`src/rtl/manchester_encoder_axis.sv`:
```
// Manchester transmitter: takes one frame per AXI-Stream handshake and sends
// sync word, Manchester-coded payload and an idle gap on a single registered line.
module manchester_encoder_axis #(
    parameter int unsigned FRAME_SIZE    = 8,
    parameter int unsigned HALF_BIT_CLKS = 1,
    parameter int unsigned SYNC_WIDTH    = 8,
    parameter logic [((SYNC_WIDTH > 0) ? SYNC_WIDTH : 1)-1:0] SYNC_WORD = 8'hD5,
    parameter int unsigned GAP_BITS      = 2,
    parameter bit          MSB_FIRST     = 1'b1,
    parameter bit          CONVENTION    = 1'b0,
    parameter bit          IDLE_LEVEL    = 1'b0
) (
    input  logic                  aclk,
    input  logic                  aresetn,
    input  logic [FRAME_SIZE-1:0] s_axis_tdata,
    input  logic                  s_axis_tvalid,
    output logic                  s_axis_tready,
    output logic                  manchester_out,
    output logic                  busy,
    output logic                  frame_done,
    output logic [15:0]           frames_sent
);
    localparam int unsigned SW1      = (SYNC_WIDTH > 0) ? SYNC_WIDTH : 1;
    localparam int unsigned MAX_BITS = (SYNC_WIDTH > FRAME_SIZE) ? SYNC_WIDTH : FRAME_SIZE;
    localparam int unsigned IDX_W    = (MAX_BITS > 1) ? $clog2(MAX_BITS) : 1;
    localparam int unsigned CNT_W    = (HALF_BIT_CLKS > 1) ? $clog2(HALF_BIT_CLKS) : 1;
    localparam int unsigned GAP_CLKS = GAP_BITS * 2 * HALF_BIT_CLKS;
    localparam int unsigned GAP_W    = (GAP_CLKS > 1) ? $clog2(GAP_CLKS) : 1;
    localparam int unsigned GAP_LAST = (GAP_CLKS > 0) ? GAP_CLKS - 1 : 0;

    typedef enum logic [1:0] {
        ST_IDLE,
        ST_SYNC,
        ST_DATA,
        ST_GAP
    } state_t;

    state_t                state_q, state_d;
    logic [FRAME_SIZE-1:0] data_q, data_d;
    logic [CNT_W-1:0]      cnt_q, cnt_d;
    logic                  phase_q, phase_d;
    logic [IDX_W-1:0]      idx_q, idx_d;
    logic [GAP_W-1:0]      gap_q, gap_d;
    logic                  line_q, line_d;
    logic                  tready_q, tready_d;
    logic                  busy_q, busy_d;
    logic                  done_q, done_d;
    logic [15:0]           sent_q, sent_d;

    logic half_end, bit_end;
    logic sync_bit, data_bit, cur_bit;

    // Next-state logic; the line value is derived from the *next* position so
    // the first half-bit is on the line the cycle after the handshake.
    always_comb begin
        state_d  = state_q;
        data_d   = data_q;
        cnt_d    = cnt_q;
        phase_d  = phase_q;
        idx_d    = idx_q;
        gap_d    = gap_q;
        tready_d = tready_q;
        busy_d   = busy_q;
        done_d   = 1'b0;
        sent_d   = sent_q;
        half_end = (cnt_q == CNT_W'(HALF_BIT_CLKS - 1));
        bit_end  = half_end && phase_q;

        unique case (state_q)
            ST_IDLE: begin
                tready_d = 1'b1;
                busy_d   = 1'b0;
                if (s_axis_tvalid && tready_q) begin
                    data_d   = s_axis_tdata;
                    tready_d = 1'b0;
                    busy_d   = 1'b1;
                    cnt_d    = '0;
                    phase_d  = 1'b0;
                    idx_d    = '0;
                    state_d  = (SYNC_WIDTH > 0) ? ST_SYNC : ST_DATA;
                end
            end
            ST_SYNC, ST_DATA: begin
                if (half_end) begin
                    cnt_d   = '0;
                    phase_d = ~phase_q;
                end else begin
                    cnt_d = cnt_q + 1'b1;
                end
                if (bit_end) begin
                    idx_d = idx_q + 1'b1;
                    if (state_q == ST_SYNC && idx_q == IDX_W'(SW1 - 1)) begin
                        idx_d   = '0;
                        state_d = ST_DATA;
                    end
                    if (state_q == ST_DATA && idx_q == IDX_W'(FRAME_SIZE - 1)) begin
                        idx_d  = '0;
                        gap_d  = '0;
                        done_d = 1'b1;
                        sent_d = sent_q + 16'd1;
                        if (GAP_BITS > 0) begin
                            state_d = ST_GAP;
                        end else begin
                            state_d  = ST_IDLE;
                            tready_d = 1'b1;
                            busy_d   = 1'b0;
                        end
                    end
                end
            end
            ST_GAP: begin
                gap_d = gap_q + 1'b1;
                if (gap_q == GAP_W'(GAP_LAST)) begin
                    gap_d    = '0;
                    state_d  = ST_IDLE;
                    tready_d = 1'b1;
                    busy_d   = 1'b0;
                end
            end
            default: state_d = ST_IDLE;
        endcase

        sync_bit = 1'b0;
        for (int i = 0; i < int'(SW1); i++) begin
            if (int'(idx_d) == int'(SW1) - 1 - i) sync_bit = SYNC_WORD[i];
        end
        data_bit = 1'b0;
        for (int i = 0; i < int'(FRAME_SIZE); i++) begin
            if (int'(idx_d) == (MSB_FIRST ? int'(FRAME_SIZE) - 1 - i : i)) data_bit = data_d[i];
        end
        cur_bit = (state_d == ST_SYNC) ? sync_bit : data_bit;

        line_d = IDLE_LEVEL;
        if (state_d == ST_SYNC || state_d == ST_DATA) line_d = cur_bit ^ ~phase_d ^ CONVENTION;
    end

    always_ff @(posedge aclk or negedge aresetn) begin
        if (!aresetn) begin
            state_q  <= ST_IDLE;
            data_q   <= '0;
            cnt_q    <= '0;
            phase_q  <= 1'b0;
            idx_q    <= '0;
            gap_q    <= '0;
            line_q   <= IDLE_LEVEL;
            tready_q <= 1'b0;
            busy_q   <= 1'b0;
            done_q   <= 1'b0;
            sent_q   <= '0;
        end else begin
            state_q  <= state_d;
            data_q   <= data_d;
            cnt_q    <= cnt_d;
            phase_q  <= phase_d;
            idx_q    <= idx_d;
            gap_q    <= gap_d;
            line_q   <= line_d;
            tready_q <= tready_d;
            busy_q   <= busy_d;
            done_q   <= done_d;
            sent_q   <= sent_d;
        end
    end

    assign s_axis_tready  = tready_q;
    assign manchester_out = line_q;
    assign busy           = busy_q;
    assign frame_done     = done_q;
    assign frames_sent    = sent_q;

endmodule
```
`config.mk`:
```
export PLATFORM = sky130hd
export DESIGN_NAME = manchester_encoder_axis
export DESIGN_NICKNAME = d
export VERILOG_FILES = /design/src/rtl/manchester_encoder_axis.sv
export SDC_FILE = /design/constraint.sdc
export NUM_CORES = 1
export LEC_CHECK = 0
export CAP_MARGIN = 5
export CORE_ASPECT_RATIO = 0.8
export CORE_MARGIN = 4
export CORE_UTILIZATION = 56
export CTS_CLUSTER_DIAMETER = 60
export DETAILED_ROUTE_END_ITERATION = 12
export GPL_ROUTABILITY_DRIVEN = 0
export PLACE_DENSITY = 0.83
export RECOVER_POWER = 25
export SYNTH_ARGS = -nofsm -noshare
export SYNTH_HDL_FRONTEND = slang
export SYNTH_SLANG_ARGS = --single-unit
```
`constraint.sdc`:
```
create_clock -name aclk -period 4.04 [get_ports aclk]
set_clock_uncertainty 0.1 [all_clocks]
set_input_delay 0.606 -clock aclk [delete_from_list [all_inputs] [get_ports aclk]]
set_output_delay 0.606 -clock aclk [all_outputs]
set_load 0.02 [all_outputs]
```
* Yosys cells after proc, flatten, opt, wreduce, memory -nomap -nowiden *
Cells that the tools add are included.

cells by class
  add/sub/neg operators = 4
  eq/ne operators = 18
  multiplexer cells = 50
  bitwise operators = 5
  reduce and logical (&&, ||, !) cells = 14

operators with widths
  operator                 number
  $mux W1                  29
  $add A16 B1 Y16 const B  1
  $mux W2                  8
  $mux W8                  2
  $eq A3 B3 Y1 const B     5
  $mux W3                  4
  $eq A2 B2 Y1 const B     4
  $ne A2 B2 Y1 const B     4
  $pmux W1 S2              4
  $eq A3 B2 Y1 const B     2
  $pmux W2 S3              1
  $pmux W3 S2              1
  $reduce_and A3 Y1        2
  $eq A2 B1 Y1 const B     2
  $logic_and A1 B1 Y1      4
  $not A1 Y1               4
  $pmux W2 S2              1
  $reduce_and A2 Y1        2
  $reduce_bool A2 Y1       2
  $add A3 B1 Y3 const B    1
  $eq A3 B1 Y1 const B     1
  $logic_not A3 Y1         1
  $add A2 B1 Y2 const B    1
  $logic_not A2 Y1         1
  4 further kinds          4

storage, ports and cells
  register bits = 37
  output and inout port bits = 20

* Depth between registers and ports, before layout *
  word-level depth = 18
  mapped depth = 14
  mapped depth without buffers = 14

* Least setup slack after synthesis *
OpenSTA, ideal clock, no wires.

  path kind = reg-to-reg
  start = register idx_q[0]
  end = register line_q (netlist: manchester_out)
  library setup time = 0.129 ns
  arrival time = 2.378 ns
  path slack = 1.433 ns
  cell stages (with the launch flop) = 12
  buffers on the path = 0
  period minus slack after synthesis = 2.607 ns
  cell sequence = dfrtp_1 ha_1 ha_1 nand2_1 o21ai_0 a221oi_1 a21oi_1 ha_1 or3_1 a32o_2 o21ai_1 o31ai_1

between the ends
  elaborated cells between the ends (all ways) = 43
  those cells by class = add/sub: 1; eq/ne: 10; mux: 27; bitwise: 1; reduce/logical: 4

RTL lines
  what                      line      RTL
  start: declaration        42        logic [IDX_W-1:0] idx_q, idx_d;
  start signal: assignment  155       idx_q <= idx_d;
  $eq A3 B3 Y1 *            92, 96
  $logic_and A1 B1 Y1       92        if (state_q == ST_SYNC && idx_q == IDX_W'(SW1 - 1)) begin
  $mux W2                   92
  $mux W2 *                 96        if (state_q == ST_DATA && idx_q == IDX_W'(FRAME_SIZE - 1)) begin
  $mux W2 *                 90        if (bit_end) begin
  $pmux W2 S3 *             69        unique case (state_q)
  via state_d[0]            38        state_t state_q, state_d;
  $eq A2 B1 Y1              131, 134
  $mux W1                   131       cur_bit = (state_d == ST_SYNC) ? sync_bit : data_bit;
  $xor A1 B1 Y1             134       if (state_d == ST_SYNC || state_d == ST_DATA) line_d = cur_bit ^ ~phase_d ^ CONVENTION;
  $mux W1 *                 134
  via line_d                44        logic line_q, line_d;
  end signal: assignment    157       line_q <= line_d;
  end: declaration          44

Mark *: on every way through the listed nets, which the timed path passes. The rest lies on a longest branch.
A chain may end at the register's enable or synchronous reset.

* Worst setup path after layout *
  start = register state_q[1]
  end = register line_q (netlist: manchester_out)

between the ends
  elaborated cells between the ends (all ways) = 50
  those cells by class = eq/ne: 12; mux: 30; bitwise: 2; reduce/logical: 6

RTL lines
  what                      line      RTL
  start: declaration        38
  start signal: assignment  151       state_q <= state_d;
  $eq A2 B1 Y1              69, 92
  $logic_and A1 B1 Y1       92
  $mux W2                   92
  $mux W2                   96
  $mux W2                   90
  $pmux W2 S3 *             69
  via state_d[1]            38
  $eq A2 B1 Y1              131, 134
  $mux W1                   131
  $xor A1 B1 Y1             134
  $mux W1 *                 134
  via line_d                44

Marked as above.

==> run metrics <==
Slew headroom=-23.03%; fraction of registers with async set/reset=100.0%; fin nets=roughly 220; total clock sinks=36; Longest Clk Path Bufs=2; data arrival time of the critical path=3180 ps; vias in the first global route=1280; crit path launch=state_q[1]; minimum clock period=~3100 ps; measured slew at the worst slew-check pin=about 1800 ps; M2 GR Usage=a little under a third; GRT Max-Usage Layer=met2; gr ovfl total=0; Leakage=1.039 nW; I/O pin count=31; first-pass GRT wire length=between 5 and 6 mm; worst-path maximum fanout=9; CP Class=flop to flop; CP max stage cell=dfrtp_1; max-slew violation count=37; synth warn=0; register area=about 900 µm²; TritonCTS Buffers=5; met3 Track Usage GR=4.915%; share of post-route cells with drive strength above 1=~14%; non-filler cells, final=between 200 and 250; Crit path required time=approximately 4100 ps; post-route setup slack=approximately 920 ps; vias=between 1000 and 1500; Pwr Density=573.5 nW/µm²; CP cell instances=ha_1, nor2b_1, a22oi_1, o21ai_0, inv_1, ha_1, or3_1, a32o_2, o21ai_1, o31ai_1; # Max-Cap Violations=1; Setup Viol. Count Final=0; Hold Path Class=flop to flop; final wirelength=about 3.5 mm; footprint of the multi-input gates=between 800 and 900 µm²; slowest stage delay, CP=about 450 ps; I/O Buffers=30; DRC viols=0; CP endpoint kind=flop; violated checks=max-capacitance violations, max-slew violations; top cell family by delay on the critical path=compound AO/OA/AOI/OAI gates; Most used DFF post-synth=dfrtp_1; largest net degree at the start of global routing=37; core area=3108 µm²; Max Fclk=around 0.32 GHz; post-synthesis sequential area ratio=about half; synthesis-to-finish area growth=24.83%; GRT Overall Usage=18.36%; Placement Setup Slack=about 950 ps; vias per inst=5.508; Critical path buffers and inverters=1; post-CTS setup repair buffer count=0; Final Hold Viols=0; EDFF count, synth=0; DRT iter0 DRCs=57; Initial Utilization=around 60%; Layout Utilization=between 70% and 80%; Seq cells post-synth=36; CTS clk-pin slew, worst paths=80 ps; post-synthesis cell area=roughly 1800 µm²; Routed Antenna Nets=0; Critical Path Most Common Cell=ha_1; Die W=approximately 72 µm; RSZ-0062 raised after global routing=no; setup tns final=0 ps; met1 usage=a little under a quarter; status=finished, violations left; syn_nets=about 180; Synth cell types=43; WL/cell=between 10 and 15 µm; worst-skew pair later-pin latency=290 ps; post-route cell area=around 2300 µm²; CTS Hold Bufs=0; crit start category=flop; DIE AREA=around 4200 µm²; Mean Syn Cell Area=between 10 and 15 µm²; root buffer cell=clkbuf_8; placed cells=between 200 and 250; n_diodes=0; H-Tree Depth=2; maximum vdd drop=0.0005812 V; first drt pass iteration count=4; Reg2Reg Launch Point=state_q[1]; post-DP HPWL=around 2.6 mm; dpl cell area=~2200 µm²; start point of the worst hold path=frames_sent[15]; initial antenna violation count=0; # resized after CTS=0; Gate Count Post-Synth=between 150 and 200; period utilization=between 70% and 80%; row count=18; # fillers=roughly 220; Die Ht=~59 µm; CTS tree=yes
-- layout make-up --
cell class,count,share of cell area [%]
Sequential cell,36,39.56
Multi-Input combinational cell,115,38.35
Timing Repair Buffer,31,13.35
Clock buffer,5,3.022
Tap cell,40,2.198
Clock inverter,3,1.868
Inverter,10,1.648
-- worst reg2reg max path, stage by stage, from the launching register on --
cell and delay [ps]:
dfrtp_1 450, ha_1 430, nor2b_1 360, a22oi_1 130
o21ai_0 270, inv_1 90, ha_1 250, or3_1 380
a32o_2 290, o21ai_1 150, o31ai_1 100
-- cell usage after synthesis (2+ instances only) --
library cell	n	area, µm²
xnor2_1	10	87.58
nand4_1	4	25.02
nand2b_1	2	12.51
nand3_2	3	30.03
o31ai_1	2	15.01
nor2_1	11	41.29
nor2b_1	2	12.51
dfrtp_1	36	900.9
mux2i_1	6	60.06
mux2_2	6	67.56
a21oi_1	4	20.02
ha_1	9	112.6
xor2_1	5	43.79
o21ai_0	7	35.03
nand2_1	17	63.81
and3_1	3	18.77
inv_1	10	37.54
-- kinds of logic (layout without fill, tap and decap cells) --
group                    count (synthesis)  after routing  share of synthesized area (%)
flip-flops                              36             36                          49.38
XOR/XNOR                                15             15                          7.201
multiplexers                            12             12                          6.996
AND/OR/NAND/NOR                         56             56                          17.70
adder cells (fa/ha/maj)                  9              9                          6.173
buffers and inverters                   12             49                          2.744
AO/OA/AOI/OAI                           23             23                          9.807
-- layout by cell type, fill, tap and decap left out, types with 2 or more instances in the layout --
| cell type | synthesis | final |
|---|---|---|
| nand4_1 | 4 | 4 |
| mux2i_1 | 6 | 6 |
| nor2b_1 | 2 | 2 |
| nor2_1 | 11 | 11 |
| xnor2_1 | 10 | 10 |
| o31ai_1 | 2 | 2 |
| mux2_2 | 6 | 6 |
| xor2_1 | 5 | 5 |
| nand2b_1 | 2 | 2 |
| ha_1 | 9 | 9 |
| a21oi_1 | 4 | 4 |
| o21ai_0 | 7 | 7 |
| inv_1 | 10 | 10 |
| clkdlybuf4s50_1 | 0 | 29 |
| nand2_1 | 17 | 17 |
| and3_1 | 3 | 3 |
| nand3_2 | 3 | 3 |
| clkbuf_8 | 0 | 5 |
| dfrtp_1 | 36 | 36 |
-- report_power, final --
part	total, W	internal (W)	switching, W
Sequential	0.000488	0.000439	0.0000489
Clock	0.000312	0.000183	0.000129
Combinational	0.000506	0.000231	0.000275
Total	0.00131	0.000852	0.000454
-- per-layer routing --
metal / vias up / wire length [µm]
met3: 5 / 175
met5: - / 0
li1: 634 / -
met2: 34 / 1754
met4: 0 / 44
met1: 649 / 1514
-- per-stage QoR --
step	hold slack, ps	power [W]
2_1_floorplan	210.4	0.0008687
3_3_place_gp	363.4	0.0009699
3_5_place_dp	369.2	0.0009961
4_1_cts	387.9	0.001311
5_1_grt	407.1	0.001397
6_report	379.8	0.001306
-- registers in the layout (all words and copies together), names as in the netlist --
register and flops:
frames_sent 16, busy 1, idx_q 3, phase_q 1, manchester_out 1, gap_q 2, s_axis_tready 1, data_q 8
state_q 2, frame_done 1
-- worst paths after layout --
path | to | cells past startpoint | slack, ps
min in group asynchronous | frames_sent[11] | 2 | 1250
min | frames_sent[15] | 1 | 380
min reg2reg | frames_sent[15] | 1 | 380
max in group asynchronous | gap_q[1] | 2 | 1510
max | manchester_out | 10 | 920
max reg2reg | manchester_out | 10 | 920
No activity file was read; power rests on OpenSTA's default activity.
==> edit 1 (same flow settings) <==
Re-encode `state_t` (4 states) as one-hot, 4 bits wide.
--- a/src/rtl/manchester_encoder_axis.sv
+++ b/src/rtl/manchester_encoder_axis.sv
@@ -29,9 +29,9 @@
     localparam int unsigned GAP_LAST = (GAP_CLKS > 0) ? GAP_CLKS - 1 : 0;
 
-    typedef enum logic [1:0] {
-        ST_IDLE,
-        ST_SYNC,
-        ST_DATA,
-        ST_GAP
+    typedef enum logic [3:0] {
+        ST_IDLE = 4'b0001,
+        ST_SYNC = 4'b0010,
+        ST_DATA = 4'b0100,
+        ST_GAP  = 4'b1000
     } state_t;
 
Formal check against the unedited RTL: same outputs for any inputs over 10 cycles, from zero or initial values and one cycle with aresetn low; not proved beyond that.
==> edit 1 against the unedited design <==
  * The flow still finishes with violations (capacitance limit, slew limit)
  * Synthesized area up 0.82%
  * Combinational power down 35%
  * Setup slack improved by 0.35 ns
  * Wire length increased by 9.8%
  * Global-route usage grew 1.8 points
  * Total power decreased by 15%
  * Sequential cell count increased by 2
  * Final area fell by 0.27%
  * Critical path type is now input port to flop
  * Highest routed layer unchanged
==> edit 1: results (changes against the unedited design) <==
metric,value,unit,change
run status,finished with violations,,unchanged
violations in the final reports,"capacitance limit, slew limit",,unchanged
number of global-route vias before repair,1398,,"was 1,280"
post-placement cell count,233,,was 232
Final Net Count,215,,was 219
wire length of the first global-routing pass,6520,um,was 5920 um
amount of wire on met2 after detailed routing,1813,um,was 1754 um
met2 layer usage reported by global route,0.3035,,was 0.3063
max-slew violation count,39,,was 37
total met3 wirelength after detailed routing,162,um,was 175 um
met1 capacity usage during global routing,0.2676,,was 0.2298
1st-iter DRT viols,67,,was 57
most frequent cells after synthesis,"sky130_fd_sc_hd__dfrtp_1, sky130_fd_sc_hd__nor2_1, sky130_fd_sc_hd__nand2_1, sky130_fd_sc_hd__xnor2_1, sky130_fd_sc_hd__mux2_2",,"was sky130_fd_sc_hd__dfrtp_1, sky130_fd_sc_hd__nand2_1, sky130_fd_sc_hd__nor2_1, sky130_fd_sc_hd__inv_1, sky130_fd_sc_hd__xnor2_1"
WP data arrival,2.85,ns,was 3.18 ns
slew at the pin closest to its max-slew limit,2.022,ns,was 1.845 ns
number of buffers inserted by port buffering,30,,unchanged
clock share of power,0.243,,was 0.239
maximum fanout encountered on the critical timing path,6,,was 9
Worst R2R Setup Slack,1.31,ns,was 0.92 ns
global-route congestion overflow total,0,,unchanged
leading post-synthesis cells by cell area,"sky130_fd_sc_hd__dfrtp_1, sky130_fd_sc_hd__mux2_2, sky130_fd_sc_hd__xnor2_1",,"was sky130_fd_sc_hd__dfrtp_1, sky130_fd_sc_hd__ha_1, sky130_fd_sc_hd__xnor2_1"
sequential cell area fraction in the yosys report,0.5177,,was 0.4938
Netlist cell types,47,,was 43
GRT Resource Usage Total,0.2012,,was 0.1836
overall routed net length,3832,um,was 3489 um
worst voltage drop across the vdd grid,0.0003565,V,was 0.0005812 V
HPWL Detailed,2751,um,was 2606 um
gate count after technology mapping,166,,was 163
vias per cell,5.751,,was 5.508
Met1 Routed Length,1786,um,was 1514 um
FF-to-FF path depth,9,,was 10
hold-fix buffer count after cts,0,,unchanged
synthesized net count,181,,was 183
switching share of total power,0.3258,,was 0.3473
fraction of final layout cells with drive strength greater than 1,0.1194,,was 0.1350
Leakage,1.045,nW,was 1.039 nW
met3 capacity usage during global routing,0.06780,,was 0.04915
Max Cap Viol,1,,unchanged
slowest cell on the critical path,sky130_fd_sc_hd__clkdlybuf4s50_1,,was sky130_fd_sc_hd__dfrtp_1
source of the worst register-to-register timing path,idx_q[0],,was state_q[1]
maximum single-stage delay on the critical path,0.47,ns,was 0.45 ns
Critical Path Start,s_axis_tvalid,,was state_q[1]
filler instances,219,,was 216
"number of standard cells in the layout, taps in and fillers out",241,,was 240
1st-pass router iterations,4,,unchanged
pin count of the biggest net entering global routing,39,,was 37
[edit 1: changes by cell type after synthesis, sizes merged, moves of 3 or more]
cell,unedited run,this run
ha,9,4
inv,10,7
mux2,6,10
mux2i,6,3
nand2,17,10
nor2,12,15
o21ai,8,4
[edit 1: cell families after synthesis]
kind of cell | synth area share
AND/OR/NAND/NOR | 0.1687
XOR/XNOR | 0.07619
adder cells (fa/ha/maj) | 0.02721
multiplexers | 0.07755
buffers and inverters | 0.02653
AO/OA/AOI/OAI | 0.1061
flip-flops | 0.5177
[edit 1: metrics by stage]
step	hold WS, ns	cell area [um2]	setup slack (ns)	utilization
final	0.3783	2271	1.267	0.7307
after global routing	0.4100	2271	0.9678	0.7307
after CTS	0.3885	2275	1.271	0.7319
after detailed placement	0.3743	2180	1.065	0.7013
after global placement	0.3639	2180	1.118	0.7013
after floorplan	0.2104	1839	1.718	-
[edit 1: power groups by stage]
stage	Sequential, mW	Clock [mW]	Combinational [mW]
after floorplan	0.506	0	0.239
after global placement	0.515	0	0.313
after detailed placement	0.518	0	0.326
after CTS	0.512	0.280	0.332
after global routing	0.520	0.297	0.364
final	0.514	0.271	0.331
[edit 1: area by class of cell]
| cell class | instances | area (um2) | share of cell area |
|---|---|---|---|
| Clock buffer | 6 | 82.58 | 0.03636 |
| Clock inverter | 2 | 12.51 | 0.005510 |
| Tap cell | 40 | 50.05 | 0.02204 |
| Timing Repair Buffer | 31 | 304.0 | 0.1339 |
| Multi-Input combinational cell | 116 | 838.3 | 0.3691 |
| Inverter | 8 | 31.28 | 0.01377 |
| Sequential cell | 38 | 952.2 | 0.4193 |
==> edit 2 (same flow settings) <==
Without the edit above. `GAP_BITS`: 2 -> 4.
--- a/src/rtl/manchester_encoder_axis.sv
+++ b/src/rtl/manchester_encoder_axis.sv
@@ -6,5 +6,5 @@
     parameter int unsigned SYNC_WIDTH    = 8,
     parameter logic [((SYNC_WIDTH > 0) ? SYNC_WIDTH : 1)-1:0] SYNC_WORD = 8'hD5,
-    parameter int unsigned GAP_BITS      = 2,
+    parameter int unsigned GAP_BITS      = 4,
     parameter bit          MSB_FIRST     = 1'b1,
     parameter bit          CONVENTION    = 1'b0,
Check against the original RTL: same outputs for any inputs over 10 cycles, from zero or initial values and one cycle with aresetn low; that may be too few to reach the edited logic, so the function may still have changed.
==> edit 2 against the unedited design <==
  * Largest cell class unchanged
  * Final area decreased by 1.9%
  * Sequential cell count up 1
  * Setup slack better by 0.11 ns
  * The run still ends with capacitance limit, slew limit left
  * Core utilization is 0.88 points lower
  * Sequential power up 2%
  * Total power fell by 4.6%
  * Die area fell by 0.54%
  * Sequential share of layout area increased by 1.9 points
  * Synthesized area down 0.62%
  * Wire length rose by 4.7%
  * Critical path depth shrank 1
==> edit 2: results (changes against the unedited design) <==
metric,value,unit,change
run status,finished with violations,,unchanged
violations in the final reports,"capacitance limit, slew limit",,unchanged
initial antenna violation count,0,,unchanged
sequential cell area fraction in the yosys report,0.5107,,was 0.4938
Final Net Count,213,,was 219
TritonCTS Buffers,5,,unchanged
Netlist cell types,37,,was 43
pin count of the biggest net entering global routing,38,,was 37
maximum clock insertion buffer count,2,,unchanged
worst voltage drop across the vdd grid,0.0004455,V,was 0.0005812 V
number of global-route vias before repair,1331,,"was 1,280"
"flip-flop count of the largest register, all copies and words added",16,,unchanged
GRT Resource Usage Total,0.1939,,was 0.1836
synthesized net count,176,,was 183
Leakage,1.017,nW,was 1.039 nW
Max Cap Viol,1,,unchanged
"Clk Latency, worst-skew pair",0.28,ns,
wire length of the first global-routing pass,6230,um,was 5920 um
HPWL Detailed,2590,um,was 2606 um
source of the worst register-to-register timing path,state_q[1],,unchanged
Critical Path Sink,manchester_out,,unchanged
Critical Path Start,state_q[1],,unchanged
kind of cell with the highest combined delay on the critical path,simple AND/OR/NAND/NOR gates,,was compound AO/OA/AOI/OAI gates
CTS HTree Levels,2,,unchanged
FF-to-FF path depth,9,,was 10
via count,1300,,"was 1,322"
WP data arrival,3.09,ns,was 3.18 ns
slowest cell on the critical path,sky130_fd_sc_hd__dfrtp_1,,unchanged
fraction of final layout cells with drive strength greater than 1,0.1250,,was 0.1350
slew at the pin closest to its max-slew limit,1.958,ns,was 1.845 ns
maximum fanout encountered on the critical timing path,8,,was 9
power density over cell area,558.1,nW/um2,was 573.5 nW/um2
maximum single-stage delay on the critical path,0.45,ns,about the same
Worst R2R Setup Slack,1.03,ns,was 0.92 ns
1st-pass router iterations,4,,unchanged
post-cts resize count,0,,unchanged
clock-pin slew on the worst setup and hold paths,0.06,ns,was 0.08 ns
most frequent cells after synthesis,"sky130_fd_sc_hd__dfrtp_1, sky130_fd_sc_hd__nand2_1, sky130_fd_sc_hd__xnor2_1, sky130_fd_sc_hd__ha_1, sky130_fd_sc_hd__nor2_1",,"was sky130_fd_sc_hd__dfrtp_1, sky130_fd_sc_hd__nand2_1, sky130_fd_sc_hd__nor2_1, sky130_fd_sc_hd__inv_1, sky130_fd_sc_hd__xnor2_1"
leading post-synthesis cells by cell area,"sky130_fd_sc_hd__dfrtp_1, sky130_fd_sc_hd__ha_1, sky130_fd_sc_hd__xnor2_1",,unchanged
post-CTS setup buffer count,0,,unchanged
detailed-route wire length per cell,15.75,um,was 14.54 um
fraction of registers with async set or reset after synthesis,1.000,,unchanged
root cell of the clock tree,sky130_fd_sc_hd__clkbuf_8,,unchanged
1st-iter DRT viols,109,,was 57
max-slew violation count,38,,was 37
-- edit 2: changes by cell type after synthesis, moves of 2 or more --
cell                      before  now
sky130_fd_sc_hd__o21ai_2       0    2
sky130_fd_sc_hd__and3_1        3    1
sky130_fd_sc_hd__inv_1        10    8
sky130_fd_sc_hd__nand3_1       1    6
sky130_fd_sc_hd__nand2_1      17   12
sky130_fd_sc_hd__nor2_1       11    9
sky130_fd_sc_hd__nand3_2       3    0
-- edit 2: worst min path at each step --
stage | startpoint | end | slack (ns)
floorplan | aresetn | busy | 0.21
global placement | data_q[5] | data_q[5] | 0.36
detailed placement | frames_sent[15] | frames_sent[15] | 0.37
CTS | frames_sent[15] | frames_sent[15] | 0.38
global route | frames_sent[15] | frames_sent[15] | 0.41
finish | frames_sent[15] | frames_sent[15] | 0.38
-- edit 2: logic make-up after synthesis --
| family | count (synthesis) | share of synthesized area |
|---|---|---|
| adder cells (fa/ha/maj) | 10 | 0.06901 |
| multiplexers | 15 | 0.09041 |
| flip-flops | 37 | 0.5107 |
| buffers and inverters | 9 | 0.02761 |
| XOR/XNOR | 15 | 0.07246 |
| AO/OA/AOI/OAI | 24 | 0.1042 |
| AND/OR/NAND/NOR | 45 | 0.1256 |
-- edit 2: metal layers --
metal / global-route usage / routed length [um] / up-vias
li1: - / - / 617
met1: 0.2478 / 1664 / 645
met2: 0.3220 / 1808 / 30
met3: 0.04608 / 124 / 8
met4: 0.07507 / 55 / 0
met5: 0 / 0 / -
-- edit 2: through the flow --
step	std cells	utilization	instance area, um2	setup WS [ns]
finish	232	0.7238	2233	1.026
global route	232	0.7238	2233	0.9674
CTS	232	0.7251	2237	1.119
detailed placement	225	0.6971	2151	1.103
global placement	225	0.6971	2151	1.239
floorplan	155	-	1813	1.468
-- edit 2: final cells by class --
cell class	count	area, um2
multi-input combinational	109	837.1
timing repair buffer	31	304.0
clock buffer	7	86.33
fill	209	852.1
tap	40	50.05
sequential	37	925.9
inverter	8	30.03
-- edit 2: report_power, final --
group	internal [mW]	total, mW	switching, mW
Clock	0.135	0.253	0.118
Sequential	0.450	0.496	0.0461
Combinational	0.240	0.497	0.257
